$ cat config.mk
export PLATFORM = sky130hd
export DESIGN_NAME = uart_rx_8n1
export DESIGN_NICKNAME = d
export VERILOG_FILES = /design/src/rtl/uart_rx_8n1.sv
export SDC_FILE = /design/constraint.sdc
export NUM_CORES = 1
export LEC_CHECK = 0
export ABC_CLOCK_PERIOD_IN_PS = 2400
export CAP_MARGIN = 20
export CORE_MARGIN = 2
export CORE_UTILIZATION = 58
export DETAILED_ROUTE_END_ITERATION = 10
export DONT_BUFFER_PORTS = 1
export HOLD_SLACK_MARGIN = 0.12
export PLACE_DENSITY = 0.74
export SETUP_SLACK_MARGIN = 0.02
export SLEW_MARGIN = 30
export SYNTH_ARGS = -nofsm -noshare
export SYNTH_HDL_FRONTEND = slang
export SYNTH_SLANG_ARGS = --single-unit
$ cat constraint.sdc
create_clock -name clk_i -period 2.4 [get_ports clk_i]
set_clock_uncertainty 0.15 [all_clocks]
set_input_delay 0.36 -clock clk_i [delete_from_list [all_inputs] [get_ports clk_i]]
set_output_delay 0.36 -clock clk_i [all_outputs]
set_load 0.02 [all_outputs]
$ cat src/rtl/uart_rx_8n1.sv
// 8N1 UART receiver, LSB first, mid-bit sampling behind a 2-flop synchroniser.
// Latency: byte valid one cycle after the stop-bit sample (mid-stop-bit plus 2 sync cycles).
// Backpressure: none on the line; an unacked byte is kept and later bytes set the sticky overrun flag.
module uart_rx_8n1 #(
    parameter int CLK_FREQ = 25000000,
    parameter int BAUDRATE = 9600
) (
    input  logic       clk_i,
    input  logic       rst_i,
    input  logic       rx_i,
    output logic [7:0] data_o,
    output logic       valid_o,
    input  logic       ack_i,
    output logic       frame_err_o,
    output logic       overrun_o,
    output logic       busy_o
);

    localparam int CLKS_PER_BIT = CLK_FREQ / BAUDRATE;
    localparam int HALF_BIT     = CLKS_PER_BIT / 2;
    localparam int CW           = $clog2(CLKS_PER_BIT + 1);

    localparam logic [CW-1:0] BIT_LAST  = CW'(CLKS_PER_BIT - 1);
    localparam logic [CW-1:0] HALF_LAST = CW'(HALF_BIT - 1);

    typedef enum logic [2:0] {
        IDLE  = 3'd0,
        START = 3'd1,
        DATA  = 3'd2,
        STOP  = 3'd3,
        BRK   = 3'd4
    } state_t;

    state_t        state;
    logic          rx_meta;
    logic          rx_s;
    logic [CW-1:0] cnt;
    logic [2:0]    bit_idx;
    logic [7:0]    shreg;
    logic          dlv_vld;

    always_ff @(posedge clk_i) begin
        if (rst_i) begin
            rx_meta     <= 1'b1;
            rx_s        <= 1'b1;
            state       <= IDLE;
            cnt         <= '0;
            bit_idx     <= 3'd0;
            shreg       <= 8'd0;
            dlv_vld     <= 1'b0;
            data_o      <= 8'd0;
            valid_o     <= 1'b0;
            frame_err_o <= 1'b0;
            overrun_o   <= 1'b0;
            busy_o      <= 1'b0;
        end else begin
            rx_meta     <= rx_i;
            rx_s        <= rx_meta;
            dlv_vld     <= 1'b0;
            frame_err_o <= 1'b0;

            case (state)
                IDLE: begin
                    cnt <= '0;
                    if (!rx_s) begin
                        state  <= START;
                        busy_o <= 1'b1;
                    end
                end
                START: begin
                    if (cnt == HALF_LAST) begin
                        cnt <= '0;
                        // A start bit that is already high again at mid-bit is a glitch.
                        if (rx_s) begin
                            state  <= IDLE;
                            busy_o <= 1'b0;
                        end else begin
                            state   <= DATA;
                            bit_idx <= 3'd0;
                        end
                    end else begin
                        cnt <= cnt + CW'(1);
                    end
                end
                DATA: begin
                    if (cnt == BIT_LAST) begin
                        cnt            <= '0;
                        shreg[bit_idx] <= rx_s;
                        if (bit_idx == 3'd7) begin
                            state <= STOP;
                        end else begin
                            bit_idx <= bit_idx + 3'd1;
                        end
                    end else begin
                        cnt <= cnt + CW'(1);
                    end
                end
                STOP: begin
                    if (cnt == BIT_LAST) begin
                        cnt <= '0;
                        if (rx_s) begin
                            dlv_vld <= 1'b1;
                            state   <= IDLE;
                            busy_o  <= 1'b0;
                        end else begin
                            frame_err_o <= 1'b1;
                            state       <= BRK;
                        end
                    end else begin
                        cnt <= cnt + CW'(1);
                    end
                end
                BRK: begin
                    // Held-low line: one error only, wait for the line to return idle.
                    if (rx_s) begin
                        state  <= IDLE;
                        busy_o <= 1'b0;
                    end
                end
                default: begin
                    state  <= IDLE;
                    busy_o <= 1'b0;
                end
            endcase

            if (dlv_vld) begin
                if (!valid_o) begin
                    data_o  <= shreg;
                    valid_o <= 1'b1;
                end else if (ack_i) begin
                    data_o    <= shreg;
                    overrun_o <= 1'b0;
                end else begin
                    overrun_o <= 1'b1;
                end
            end else if (valid_o && ack_i) begin
                valid_o   <= 1'b0;
                overrun_o <= 1'b0;
            end
        end
    end

endmodule

==> Flow_metrics.wiki, run 1 <==
{| class="wikitable"
! Metric !! Value
|-
| Timing-limited maximum frequency || 496.1 MHz
|-
| Post-synthesis to final-layout area growth || 6.165%
|-
| Power density over cell area || 587.2 nW/um^2
|-
| Vias || 1584
|-
| Gate count of the mapped netlist || 222
|-
| CTS H-tree depth || 2
|-
| Site Rows || 21
|-
| Synth Cell Area || 2009 sq um
|-
| Critical Path Fanout Max || 10
|-
| Number of nets in the layout || 231
|-
| Max-capacitance violation count || 0
|-
| Pin count of the biggest net entering global routing || 34
|-
| Worst relative slew slack || 0.6190
|-
| Area of the placeable core || 3337 sq um
|-
| Fill cell count || 305
|-
| Vias in the first global route || 1497
|-
| Chip Height || 62.86 um
|-
| Clock tree from TritonCTS || yes
|-
| Count of routing violations after the opening detailed-route iteration || 97
|-
| Cell accounting for the most synthesized area || sky130_fd_sc_hd__dfxtp_1
|-
| Portion of the post-synthesis area used by sequential elements || 0.4085
|-
| Clock root buffer || sky130_fd_sc_hd__clkbuf_4
|-
| Quantity of I/O buffers inserted on ports || 0
|-
| Synthesized net count || 230
|-
| Worst Path Arrival || 2.12 ns
|-
| Clk sinks || 41
|-
| Count of pins over their slew limit || 0
|-
| Cell area after layout || 2133 sq um
|-
| Area taken by flip-flops and latches || 820.8 sq um
|-
| Clock period minus final worst setup slack || 2.016 ns
|-
| Number of top-level pins || 16
|-
| CTS resizes || 0
|-
| Routability congestion estimate || 0.8528
|-
| Inserted Diodes || 0
|-
| Unrepaired setup endpoints after global routing || false
|-
| Worst Setup End Kind || flip-flop
|-
| Most common cell in the synthesized netlist || sky130_fd_sc_hd__dfxtp_1
|-
| Share of flip-flops with an asynchronous set or reset || 0
|-
| Global-route wire length before repair || 6913 um
|-
| Critical path data required time || 2.50 ns
|-
| Syn. warnings || 0
|-
| DRT Wirelength || 4089 um
|-
| Wirelength per Cell || 15.14 um
|-
| Slew at the pin closest to its max-slew limit || 0.5707 ns
|-
| Count of distinct cell types in the synthesized netlist || 47
|-
| Number of buffers on the longest clock path || 2
|-
| Clock-pin slew reported for the worst setup and hold paths after clock tree synthesis || 0.12 ns
|-
| Cts bufs inserted || 5
|-
| Reported leakage power || 0.0008975 uW
|-
| Vias per std cell || 5.867
|-
| Global Route Usage Sum || 0.2207
|-
| Residual antenna-violating net count after detailed routing || 0
|-
| Starting density of the core || 0.6022
|-
| VDD IR-drop max || 0.0004125 V
|-
| Sum of net half-perimeters after detailed placement || 2858 um
|-
| Area contributors post-synth || sky130_fd_sc_hd__dfxtp_1 41%, sky130_fd_sc_hd__mux2i_1 9.0%, sky130_fd_sc_hd__nor2_1 5.6%
|-
| Overall die width || 62.86 um
|-
| Total die area || 3951 sq um
|-
| Most common flop cell mapped by yosys || sky130_fd_sc_hd__dfxtp_1
|-
| Fin Setup TNS || 0 ns
|-
| Hold Path Class || primary input to flip-flop
|-
| Synthesized area per cell || 9.051 sq um
|-
| Share of post-route cells with drive strength above 1 || 0.1071
|-
| Drt pass-1 iters || 4
|-
| Antenna violations before repair || 0
|-
| Crit share post-route || 0.8398
|-
| Flip-flop and latch count after synthesis || 41
|-
| Portion of synthesized cell area occupied by the leading cell type || 0.4085
|-
| Insertion delay to the later sink of the worst-skew pair || 0.35 ns
|-
| Final number of hold-violating endpoints || 0
|-
| Result of the run || completed
|-
| Placed cell areas || 2028 sq um
|-
| Commonest cells in the synthesized netlist || 41 x sky130_fd_sc_hd__dfxtp_1, 30 x sky130_fd_sc_hd__nor2_1, 18 x sky130_fd_sc_hd__mux2i_1
|-
| Type of the worst setup path || flip-flop to flip-flop
|-
| Multi-input gate area || 1120 sq um
|-
| Critical Path Start Type || flip-flop
|-
| Number of remaining DRC errors || 0
|-
| Residual overflow from global routing || 0
|-
| Number of enable-type register cells in the synthesized netlist || 0
|-
| Final Setup Violations || 0
|}
sequential cells by signal, summed over array words and instances, names as in the netlist:
signal       cells
rx_meta          1
rx_s             1
busy_o           1
frame_err_o      1
overrun_o        1
state            3
data_o           8
dlv_vld          1
shreg            8
valid_o          1
bit_idx          3
cnt             12
cell families after synthesis:
| group | after synthesis | synth area share |
|---|---|---|
| buffers and inverters | 17 | 0.03425 |
| and+or+nand+nor | 102 | 0.2864 |
| DFF | 41 | 0.4085 |
| AOI/OAI and AO/OA | 35 | 0.1320 |
| adders and majority gates | 4 | 0.02491 |
| xor gates and xnor gates | 3 | 0.01308 |
| muxes | 20 | 0.1009 |
stage by stage:
stage               hold WS, ns  total power [uW]  utilization  std cells  setup slack [ns]
finish                   0.1228              1253       0.6393        270            0.3844
CTS                      0.1202              1255       0.6393        270            0.4051
detailed placement       0.2527             912.6       0.6078        258            0.4205
global route             0.1361              1309       0.6393        270            0.2133
global placement         0.2441             909.5       0.6078        258            0.4742
floorplan                0.2395             891.7            -        222            0.5764
final timing paths:
path,startpoint,endpoint,slack [ns],depth (start not counted)
worst max register to register,cnt[0]$_SDFFE_PP0P_,busy_o$_SDFFE_PP0P_,0.38,6
worst min-delay path,rst_i,state[0]$_SDFFE_PP0P_,0.12,2
worst max-delay path,cnt[0]$_SDFFE_PP0P_,busy_o$_SDFFE_PP0P_,0.38,6
worst min register to register,rx_meta$_SDFF_PP1_,rx_s$_SDFF_PP1_,0.28,1
final cells by class:
type                    count  share of cell area
repair buffers              5             0.02698
well taps                  46             0.02698
inverters                   6             0.01056
clock buffers               5             0.01760
clock inverters             3            0.008211
flip-flops and latches     41              0.3847
multi-input cells         164              0.5249
power by group:
group          switching (uW)  leakage (uW)  internal, uW
sequential               37.4      0.000331           695
combinational            98.9      0.000536          84.3
clock                     227     0.0000310           111
per-layer routing:
metal	part of all wire	global-route usage
met1	0.45	0.2766
met3	0.055	0.06486
met4	0.012	0.07222
met2	0.48	0.3630
met5	0	0
layout by cell type (no fill, tap or decap), types with 3 or more instances in the layout:
cell / count
sky130_fd_sc_hd__o21ai_0: 4
sky130_fd_sc_hd__clkbuf_4: 5
sky130_fd_sc_hd__mux2i_1: 18
sky130_fd_sc_hd__and3_1: 4
sky130_fd_sc_hd__dlygate4sd3_1: 3
sky130_fd_sc_hd__nor2_1: 30
sky130_fd_sc_hd__nand2b_1: 4
sky130_fd_sc_hd__a22oi_1: 3
sky130_fd_sc_hd__ha_1: 4
sky130_fd_sc_hd__nand4_1: 5
sky130_fd_sc_hd__dfxtp_1: 41
sky130_fd_sc_hd__inv_1: 6
sky130_fd_sc_hd__nand3_1: 11
sky130_fd_sc_hd__a21oi_1: 9
sky130_fd_sc_hd__nor2b_1: 5
sky130_fd_sc_hd__nor3_1: 11
sky130_fd_sc_hd__a31oi_1: 4
sky130_fd_sc_hd__or2_2: 3
sky130_fd_sc_hd__nor3b_1: 3
sky130_fd_sc_hd__nand2_1: 11
timing repair:
| item | CTS | global route |
|---|---|---|
| endpoints found under the hold margin | 33 | 0 |
| buffers inserted | 0 | 0 |
| hold buffers | 4 | 0 |
critical path: stages (launching register included):
cell and delay [ns]:
sky130_fd_sc_hd__dfxtp_1 0.45, sky130_fd_sc_hd__ha_1 0.25, sky130_fd_sc_hd__and3_1 0.24, sky130_fd_sc_hd__and3_1 0.38, sky130_fd_sc_hd__o2bb2ai_1 0.19, sky130_fd_sc_hd__nor3_1 0.20, sky130_fd_sc_hd__nor3_1 0.06
(Power assumes the default switching activity.)
==> run 2, diff against run 1 <==
--- a/config.mk
+++ b/config.mk
@@ -5,7 +5,7 @@
 export SDC_FILE = /design/constraint.sdc
 export NUM_CORES = 1
 export LEC_CHECK = 0
-export ABC_CLOCK_PERIOD_IN_PS = 2400
+export ABC_CLOCK_PERIOD_IN_PS = 2100
 export CAP_MARGIN = 20
 export CORE_MARGIN = 2
 export CORE_UTILIZATION = 58
==> constraint.sdc (replaced) <==
create_clock -name clk_i -period 2.1 [get_ports clk_i]
set_clock_uncertainty 0.15 [all_clocks]
set_input_delay 0.315 -clock clk_i [delete_from_list [all_inputs] [get_ports clk_i]]
set_output_delay 0.315 -clock clk_i [all_outputs]
set_load 0.02 [all_outputs]
==> run 2 against run 1 <==
Die area unchanged. Flip-flop and latch count unchanged. Count of clock-buffer cells in the layout rose by 2. Largest cell class unchanged.
==> Flow_metrics.wiki, run 2 (synthesized netlist as in run 1, its figures left out) <==
{| class="wikitable"
! Metric !! Value
|-
| Site Rows || 21
|-
| Cell Count Post-Placement || 261
|-
| Critical-path top delay cell || sky130_fd_sc_hd__nor4_2
|-
| Sum of net half-perimeters after detailed placement || 2926 um
|-
| List of cells traversed by the critical path || nor4_2, nand3_2, a22oi_4, o22ai_1, a21o_1
|-
| Number of remaining DRC errors || 0
|-
| Worst flop-to-flop path startpoint || cnt[2]$_SDFFE_PP0P_
|-
| Top cell family by delay on the critical path || simple AND/OR/NAND/NOR gates
|-
| DRT Wirelength || 4176 um
|-
| Global Route Usage Sum || 0.2262
|-
| Critical Path Fanout Max || 9
|-
| Cells on worst reg2reg path || 5
|-
| Total die area || 3951 sq um
|-
| Critical path data required time || 2.20 ns
|-
| Critical Path Start Type || flip-flop
|-
| Hold Slack || 0.2330 ns
|-
| Final Instance Count excl. Fillers || 274
|-
| Type of the worst setup path || flip-flop to flip-flop
|-
| Insertion delay to the later sink of the worst-skew pair || 0.34 ns
|-
| Routability congestion estimate || 0.8538
|-
| Total stage count of the critical path || 5
|-
| CP endpoint || cnt[6]$_SDFFE_PP0P_
|-
| Clock period minus final worst setup slack || 1.995 ns
|-
| Count of routing violations after the opening detailed-route iteration || 108
|-
| Chip Height || 62.86 um
|-
| Area taken by flip-flops and latches || 824.5 sq um
|-
| Residual antenna-violating net count after detailed routing || 0
|-
| Drt pass-1 iters || 5
|-
| Share of post-route cells with drive strength above 1 || 0.1366
|-
| Cts bufs inserted || 5
|-
| Crit share post-route || 0.9500
|-
| Buffers & Inverters on Critical Path || 0
|-
| Reg with most FFs || cnt
|-
| Worst relative slew slack || 0.6390
|-
| Result of the run || completed
|-
| Hold Path Class || primary input to flip-flop
|-
| Clock tree from TritonCTS || yes
|-
| Number of nets in the layout || 234
|-
| Vias || 1632
|-
| Area of the placeable core || 3337 sq um
|-
| Vias per std cell || 5.956
|-
| Regs by FF count || cnt x12, data_o x8, shreg x8
|-
| Worst Setup End Kind || flip-flop
|-
| Fin Setup TNS || 0 ns
|-
| Final Setup Violations || 0
|-
| Clock-pin slew reported for the worst setup and hold paths after clock tree synthesis || 0.12 ns
|-
| Pin count of the biggest net entering global routing || 37
|-
| Fill cell count || 290
|-
| Setup slack after layout || 0.1051 ns
|-
| CTS H-tree depth || 2
|-
| Most common cell after layout, fill and taps aside || sky130_fd_sc_hd__dfxtp_1
|-
| Timing-limited maximum frequency || 501.3 MHz
|-
| Antenna violations before repair || 1
|-
| Largest stage delay, worst path || 0.46 ns
|-
| Unrepaired setup endpoints after global routing || false
|-
| Number of buffers on the longest clock path || 2
|-
| Starting density of the core || 0.6022
|-
| Vias in the first global route || 1577
|-
| Multi-input gate area || 1127 sq um
|-
| Clock root buffer || sky130_fd_sc_hd__clkbuf_4
|-
| Worst Path Arrival || 2.09 ns
|-
| Worst slack at placement || 0.09343 ns
|-
| Setup Buffers After CTS || 0
|-
| Number of top-level pins || 16
|-
| Global-route wire length before repair || 7176 um
|-
| Slew at the pin closest to its max-slew limit || 0.5414 ns
|-
| Residual overflow from global routing || 0
|-
| Final number of hold-violating endpoints || 0
|-
| Slack of the worst reg-to-reg path || 0.11 ns
|-
| Wirelength per Cell || 15.24 um
|-
| Max-capacitance violation count || 0
|-
| Quantity of I/O buffers inserted on ports || 0
|-
| Top library cells by usage in the layout, fill and taps aside || 38 x sky130_fd_sc_hd__dfxtp_1, 30 x sky130_fd_sc_hd__nor2_1, 18 x sky130_fd_sc_hd__mux2i_1
|-
| Power density over cell area || 727.4 nW/um^2
|-
| Post-synthesis to final-layout area growth || 9.465%
|-
| Reported leakage power || 0.0009288 uW
|-
| Count of pins over their slew limit || 0
|-
| Terminus of the critical flop-to-flop path || cnt[6]$_SDFFE_PP0P_
|-
| VDD IR-drop max || 0.0006031 V
|-
| Overall die width || 62.86 um
|-
| Source of the critical timing path || cnt[2]$_SDFFE_PP0P_
|-
| Clk sinks || 41
|-
| Flip-flop count of the largest register after layout || 12
|}
[run 2: cell count changes in the layout (fill, tap and decap cells not counted), moves of 2 or more]
cell                       change
sky130_fd_sc_hd__buf_4         +3
sky130_fd_sc_hd__clkinv_2      -2
sky130_fd_sc_hd__dfxtp_1       -3
sky130_fd_sc_hd__dfxtp_2       +3
[run 2: layout make-up]
cell class / instances / area share
diodes: 1 / 0.001138
clock buffers: 7 / 0.02503
clock inverters: 1 / 0.01365
inverters: 6 / 0.01024
multi-input cells: 164 / 0.5125
flip-flops and latches: 41 / 0.3749
well taps: 46 / 0.02617
repair buffers: 8 / 0.03640
[run 2: stage by stage]
stage,cell area [sq um],util,power [uW]
2_1_floorplan,2009,-,1019
3_3_place_gp,2051,0.6145,1047
3_5_place_dp,2051,0.6145,1055
4_1_cts,2186,0.6550,1605
5_1_grt,2197,0.6584,1668
6_report,2200,0.6592,1600
[run 2: tightest hold or removal path: stages]
cell and delay [ns]:
sky130_fd_sc_hd__o21ai_2 0.14, sky130_fd_sc_hd__mux2i_1 0.16, sky130_fd_sc_hd__nor2_1 0.07
[run 2: repair_timing]
| item | 4_1_cts | 5_1_grt |
|---|---|---|
| endpoints found under the setup margin | 0 | 17 |
| hold endpoints to repair | 40 | 0 |
| hold buffers | 4 | 0 |
| resized for setup | 0 | 5 |
[run 2: metal layers]
metal / vias up / part of all wire / global-route usage
met4: 0 / 0.011 / 0.04722
met2: 48 / 0.51 / 0.4096
li1: 803 / - / -
met3: 6 / 0.053 / 0.06486
met1: 775 / 0.42 / 0.2631
met5: - / 0 / 0
[run 2: worst min-delay path by stage]
stage                       start                       to  slack (ns)  cells after the start
6_report                    ack_i   data_o[4]$_SDFFE_PP0P_        0.23                      3
5_1_grt                     ack_i   data_o[0]$_SDFFE_PP0P_        0.25                      3
4_1_cts                     ack_i   data_o[4]$_SDFFE_PP0P_        0.23                      3
3_5_place_dp                rst_i  bit_idx[2]$_SDFFE_PP0P_        0.24                      1
3_3_place_gp                rst_i  bit_idx[2]$_SDFFE_PP0P_        0.24                      1
2_1_floorplan  rx_meta$_SDFF_PP1_          rx_s$_SDFF_PP1_        0.24                      1
[run 2: power breakdown]
| part | switching (uW) | internal (uW) | total [uW] |
|---|---|---|---|
| registers | 35.7 | 796 | 832 |
| logic | 130 | 105 | 235 |
| clock network | 249 | 284 | 533 |
| total | 414 | 1190 | 1600 |
==> run 3, diff against run 2 <==
--- a/config.mk
+++ b/config.mk
@@ -9,6 +9,7 @@
 export CAP_MARGIN = 20
 export CORE_MARGIN = 2
 export CORE_UTILIZATION = 58
+export CTS_CLUSTER_DIAMETER = 150
 export DETAILED_ROUTE_END_ITERATION = 10
 export DONT_BUFFER_PORTS = 1
 export HOLD_SLACK_MARGIN = 0.12
==> results of run 3 <==
Final layout, timing and power as in run 2 (identical DEF).
